$ cat src/rtl/gen_chan_pkg.sv
// Shared constants and the signature LFSR step for the gen_chan_delay array.
package gen_chan_pkg;

    localparam int unsigned SIG_TAP_A = 2;
    localparam int unsigned SIG_TAP_B = 0;
    localparam int unsigned MAX_SIG_W = 256;

    // Rotate-left of the low w bits with bit 0 replaced by the feedback taps.
    function automatic logic [MAX_SIG_W-1:0] lfsr_next(input logic [MAX_SIG_W-1:0] s,
                                                       input int unsigned w);
        logic [MAX_SIG_W-1:0] r;
        r = '0;
        for (int unsigned i = 1; i < MAX_SIG_W; i++) begin
            if (i < w) r[i] = s[i-1];
        end
        r[0] = s[w-1] ^ s[SIG_TAP_A] ^ s[SIG_TAP_B];
        return r;
    endfunction

endpackage

$ cat src/rtl/chan_pipe.sv
// One channel of the delay array: DEPTH-stage data shift pipeline with valid tracking.
module chan_pipe #(
    parameter int unsigned WIDTH = 1,
    parameter int unsigned DEPTH = 1
) (
    input  logic             clk,
    input  logic             reset,
    input  logic             en,
    input  logic             flush,
    input  logic [WIDTH-1:0] d,
    input  logic             d_valid,
    output logic [WIDTH-1:0] q,
    output logic             q_valid,
    output logic [WIDTH-1:0] stage0
);

    if (DEPTH < 1) begin : g_bad_depth
        $error("chan_pipe: DEPTH must be >= 1");
    end

    logic [WIDTH-1:0] data_q [DEPTH];
    logic [WIDTH-1:0] data_d [DEPTH];
    logic [DEPTH-1:0] valid_q;
    logic [DEPTH-1:0] valid_d;

    always_comb begin
        data_d  = data_q;
        valid_d = valid_q;
        if (en) begin
            data_d[0]  = d;
            valid_d[0] = d_valid;
            for (int unsigned k = 1; k < DEPTH; k++) begin
                data_d[k]  = data_q[k-1];
                valid_d[k] = valid_q[k-1];
            end
        end
        // Flush overrides the freshly captured valid as well.
        if (flush) valid_d = '0;
    end

    always_ff @(posedge clk or posedge reset) begin
        if (reset) begin
            data_q  <= '{default: '0};
            valid_q <= '0;
        end else begin
            data_q  <= data_d;
            valid_q <= valid_d;
        end
    end

    assign q       = data_q[DEPTH-1];
    assign q_valid = valid_q[DEPTH-1];
    assign stage0  = data_q[0];

endmodule

$ cat src/rtl/gen_chan_delay.sv
// Multi-channel registered delay array with parity-selected depths, shared stall/flush
// and a masked-output LFSR signature.
module gen_chan_delay
    import gen_chan_pkg::*;
#(
    parameter int unsigned NCHAN      = 4,
    parameter int unsigned WIDTH      = 1,
    parameter int unsigned DEPTH_EVEN = 1,
    parameter int unsigned DEPTH_ODD  = 2,
    parameter int unsigned SIG_W      = 64
) (
    input  logic                   clk,
    input  logic                   reset,
    input  logic                   en,
    input  logic                   flush,
    input  logic                   in_valid,
    input  logic [NCHAN*WIDTH-1:0] value,
    output logic [NCHAN*WIDTH-1:0] result,
    output logic [NCHAN-1:0]       result_valid,
    output logic [NCHAN*WIDTH-1:0] tap,
    input  logic                   sig_clear,
    output logic [SIG_W-1:0]       sig
);

    if (NCHAN < 1 || WIDTH < 1) begin : g_bad_shape
        $error("gen_chan_delay: NCHAN and WIDTH must be >= 1");
    end
    if (DEPTH_EVEN < 1 || DEPTH_ODD < 1) begin : g_bad_depth
        $error("gen_chan_delay: DEPTH_EVEN and DEPTH_ODD must be >= 1");
    end
    if (SIG_W < 3 || SIG_W < NCHAN * WIDTH || SIG_W > MAX_SIG_W) begin : g_bad_sig
        $error("gen_chan_delay: SIG_W must be >= 3, >= NCHAN*WIDTH and <= MAX_SIG_W");
    end

    for (genvar c = 0; c < NCHAN; c++) begin : ch
        if (c % 2 == 0) begin : gblk
            chan_pipe #(
                .WIDTH(WIDTH),
                .DEPTH(DEPTH_EVEN)
            ) pipe (
                .clk    (clk),
                .reset  (reset),
                .en     (en),
                .flush  (flush),
                .d      (value[c*WIDTH +: WIDTH]),
                .d_valid(in_valid),
                .q      (result[c*WIDTH +: WIDTH]),
                .q_valid(result_valid[c]),
                .stage0 (tap[c*WIDTH +: WIDTH])
            );
        end else begin : gblk
            chan_pipe #(
                .WIDTH(WIDTH),
                .DEPTH(DEPTH_ODD)
            ) pipe (
                .clk    (clk),
                .reset  (reset),
                .en     (en),
                .flush  (flush),
                .d      (value[c*WIDTH +: WIDTH]),
                .d_valid(in_valid),
                .q      (result[c*WIDTH +: WIDTH]),
                .q_valid(result_valid[c]),
                .stage0 (tap[c*WIDTH +: WIDTH])
            );
        end
    end

    logic [SIG_W-1:0]     masked;
    logic [MAX_SIG_W-1:0] shift_full_unused;
    logic [SIG_W-1:0]     sig_q;
    logic [SIG_W-1:0]     sig_d;

    always_comb begin
        masked = '0;
        for (int unsigned c = 0; c < NCHAN; c++) begin
            masked[c*WIDTH +: WIDTH] = result_valid[c] ? result[c*WIDTH +: WIDTH] : '0;
        end
    end

    // Helper works at the package's maximum width; only the low SIG_W bits are meaningful.
    assign shift_full_unused = lfsr_next(MAX_SIG_W'(sig_q), SIG_W);

    always_comb begin
        sig_d = sig_q;
        if (sig_clear) begin
            sig_d = '0;
        end else if (en) begin
            sig_d = masked ^ shift_full_unused[SIG_W-1:0];
        end
    end

    always_ff @(posedge clk or posedge reset) begin
        if (reset) begin
            sig_q <= '0;
        end else begin
            sig_q <= sig_d;
        end
    end

    assign sig = sig_q;

endmodule

$ cat config.mk
export PLATFORM = sky130hd
export DESIGN_NAME = gen_chan_delay
export DESIGN_NICKNAME = d
export VERILOG_FILES = /design/src/rtl/gen_chan_pkg.sv /design/src/rtl/chan_pipe.sv /design/src/rtl/gen_chan_delay.sv
export SDC_FILE = /design/constraint.sdc
export NUM_CORES = 1
export LEC_CHECK = 0
export CAP_MARGIN = 0
export CORE_ASPECT_RATIO = 0.75
export CORE_UTILIZATION = 30
export CTS_BUF_LIST = sky130_fd_sc_hd__clkbuf_16
export CTS_CLUSTER_DIAMETER = 120
export CTS_CLUSTER_SIZE = 12
export DETAILED_ROUTE_END_ITERATION = 8
export GPL_TIMING_DRIVEN = 0
export PLACE_DENSITY = 0.59
export REMOVE_ABC_BUFFERS = 1
export SETUP_SLACK_MARGIN = 0.5
export SYNTH_ARGS = -nofsm -noshare
export SYNTH_HDL_FRONTEND = slang
export SYNTH_HIERARCHICAL = 1
export SYNTH_SLANG_ARGS = --single-unit
$ cat constraint.sdc
create_clock -name clk -period 2.33 [get_ports clk]
set_input_delay 0.466 -clock clk [delete_from_list [all_inputs] [get_ports clk]]
set_output_delay 0.466 -clock clk [all_outputs]
set_load 0.02 [all_outputs]
==> flow_results.org <==
** Status
- Outcome :: finished with violations
- Failing checks :: design-rule violations

** CTS
- Clock slew at the register clock pins of the worst setup and hold paths :: 60 ps
- The number of hold buffers added after CTS was 0.
- Post-CTS setup repair buffer count :: 0
- Clock tree buffer depth :: 2
- In this run, CTS created clock tree buffers numbering 9.
- Total number of clock tree sinks :: 76
- CTS Root Buffer Type :: sky130_fd_sc_hd__clkbuf_16
- The number of gates resized after CTS was 7.
- The H-tree was split into 3 levels.
- Skew-Pair Late Insertion Delay :: 330 ps
- TritonCTS built the clock tree.

** Place
- The congestion estimate from routability-driven global placement came to 0.6655.
- At the placement stage, the worst setup path has a slack of 490.6 ps.
- The wire-length estimate of the detail-placed layout is 4245 um.
- Buffers placed on the I/O ports in this run total 85.

** Route
- The pre-antenna-repair detailed-routing pass consisted of 6 iterations.
- The first routing iteration left 97 violations.
- Detailed routing inserted a total of 2067 vias.
- Routed Wire Length :: 6314 um
- Once detail routing completed, the nets flagged for antenna violations numbered 0.
- Residual DRC :: 1
- In the final routed layout, each cell accounts on average for 13.21 um.
- Post-detailed-route via-to-cell ratio :: 4.324

** Worst setup path
- Kind of launch point of the worst setup path :: register
- STA classifies the critical path endpoint as an output pin.
- For the worst setup path, the data arrival time is 1320 ps.
- The endpoint identified for the worst register-to-register timing path is sig[0].
- Data on the critical path is required at its endpoint by 1860 ps.
- CP max stage cell :: sky130_fd_sc_hd__clkdlybuf4s50_1
- The worst register-to-register path has a depth of 3.
- On the worst path, the slowest cell contributes a delay of 620 ps.
- Cell-by-cell listing of the critical path :: clkdlybuf4s50_1
- Broken down by cell family, the worst path's largest delay share belongs to buffers and inverters.
- Highest net fanout along the worst path :: 3
- Crit Path Category :: reg -> out
- Buffering stage count on the worst path with inverters included :: 1
- The worst register-to-register path begins at sig[2].
- Setup slack of the worst register-to-register path :: 990 ps

** Die
- For this configuration, the core starts out at a cell density of 0.3083.
- In this run the vertical extent of the chip is 90.89 um.
- The die covers 10950 um2.
- 86 I/O pins were placed.
- The floorplan step defined a core boundary enclosing 10250 um2.
- The floorplan has 32 rows.
- Die width :: 120.5 um

** Pwr
- In this run the static leakage power is 2.671 nW.
- Tot Pwr :: 2.785 mW
- Power density over the cells :: 628.2 nW/um2
- Worst ir drop on vdd :: 0.0004101 V

** Cells and area
- For this run, the share of the core covered by cells in the final layout is 0.4325.
- Of the cells placed in the final design, the portion with a size suffix greater than 1 is 0.06725.
- In the final design database the tool counted 347 nets.
- From synthesis to final layout, the design area changed by 40.26%.
- Number of antenna diodes :: 0

** Timing
- Of the available clock period, the critical path in the final layout requires 0.7671.
- Timing would allow up to 0.5595 GHz.
- Max-Slew Margin vs Limit :: 0.5348
- Post-Route Skew :: 4.231 ps
- Min Hold Slack :: 433.7 ps
- The count of final max-slew check failures is 0.
- Once routing completed, OpenROAD measured the worst setup slack at 542.7 ps.
- Final period demand of the worst path :: 1787 ps
- Total negative slack :: 0 ps
- RSZ-0062 raised after global routing :: false
- For the pin with the worst max-slew slack, the measured transition is 696.8 ps.
- The count of final hold-check violations was 0.
- Setup violation total in the final timing report :: 0

** Synth
- Synth async-reset ratio :: 1.000
- In this run, distinct cell masters in the synthesized netlist total 20.
- Dominant register cell in the synthesized netlist :: sky130_fd_sc_hd__dfrtp_1
- Counting flops with a built-in enable in the synthesized netlist gives 0.
- In this run the cell area of the synthesized design comes to 3161 um2.
- Sequential fraction of the synthesis area :: 0.6017
- During synthesis, Yosys emitted a total of 6 warnings.
- Post-synthesis average cell area :: 12.39 um2
- Count of state elements after synthesis :: 76
- After technology mapping, the gate count stands at 255.

** Min path
- In this run the worst hold path is classified as in -> async.

** GRT
- Aggregate global routing overflow :: 0
- Global Route Usage Sum :: 0.1277
- Entering global routing, the biggest net connects 49 pins.
- Initial antenna violation count :: 0
- Wire length of the first global-routing pass :: 10670 um
- The number of global-route vias before repair is 2087.

** Run
- Number of max-cap violations :: 0
## where the power goes
part	total [mW]	internal (mW)	switching [mW]	leakage, nW
Combinational	0.241	0.106	0.135	1.49
Clock	1.18	0.696	0.483	0.142
Sequential	1.36	1.34	0.0201	1.04
Total	2.78	2.15	0.638	2.67
## flip-flops by register name (all words and copies together), names as in the netlist
register / count
sig: 64
ch.gblk.pipe/q: 4
ch.gblk.pipe/valid_q: 4
ch.gblk.pipe/q_valid: 2
ch.gblk.pipe/stage0: 2
## through the flow
step,cells,instance area (um2)
2_1_floorplan,238,3029
3_3_place_gp,459,4050
3_5_place_dp,462,4110
4_1_cts,478,4355
5_1_grt,478,4433
6_report,478,4433
## cell usage in the layout (no fill, tap or decap), drive strengths merged
master / instances
clkinv: 3
mux2i: 67
a211oi: 3
mux2: 7
xnor2: 1
nand2: 3
nor2: 70
and3: 1
clkdlybuf4s50: 45
a21boi: 1
dlymetal6s2s: 31
xor2: 3
dfrtp: 76
buf: 5
nor2b: 1
dlygate4sd2: 7
inv: 9
clkbuf: 9
## cells by family after synthesis
kind of cell              after synthesis  share of synthesized area
AOI/OAI and AO/OA                       4                   0.009502
xor gates and xnor gates                4                    0.01109
buffers and inverters                  22                    0.04750
DFF                                    76                     0.6017
muxes                                  74                     0.2395
and+or+nand+nor                        75                    0.09066
## worst max path at each step
stage                     cells after the start  slack [ps]                      to    start
after floorplan                               1         270                  sig[0]    reset
after global placement                        4       -2690                  sig[0]       en
after detailed placement                      3         490  ch[3].gblk.pipe/stage0       en
after CTS                                     1         500                  sig[7]   sig[7]
after global routing                          1         500                 sig[11]  sig[11]
final                                         1         540                  sig[9]   sig[9]
## per-layer routing
layer  wire length [um]  up-vias  global-route usage  part of all wire
li1                   -     1016                   -                 -
met4                 79        0             0.04012             0.013
met2               2884       54              0.1868              0.46
met3                395        5             0.05745             0.063
met5                  0        -                   0                 0
met1               2955      992              0.1677              0.47
## synthesized netlist by cell type (2+ instances only)
library cell                n  area, um2
sky130_fd_sc_hd__buf_8      4      60.06
sky130_fd_sc_hd__nand2_1    3      11.26
sky130_fd_sc_hd__buf_2      3      15.01
sky130_fd_sc_hd__dfrtp_1   76       1902
sky130_fd_sc_hd__inv_1      5      18.77
sky130_fd_sc_hd__mux2_4     2      30.03
sky130_fd_sc_hd__mux2i_1   67      670.6
sky130_fd_sc_hd__clkbuf_1   3      11.26
sky130_fd_sc_hd__buf_1      3      11.26
sky130_fd_sc_hd__nor2_1    70      262.8
sky130_fd_sc_hd__buf_4      3      22.52
sky130_fd_sc_hd__xor2_1     3      26.28
sky130_fd_sc_hd__a211oi_1   3      22.52
sky130_fd_sc_hd__mux2_2     4      45.04
## final cells by class
class	count	area, um2
repair buffers	88	979.7
fillers	1015	5817
inverters	5	18.77
clock inverters	7	28.78
flip-flops and latches	76	1902
well taps	136	170.2
multi-input cells	157	1109
clock buffers	9	225.2
No activity file was read; power rests on OpenSTA's default activity.
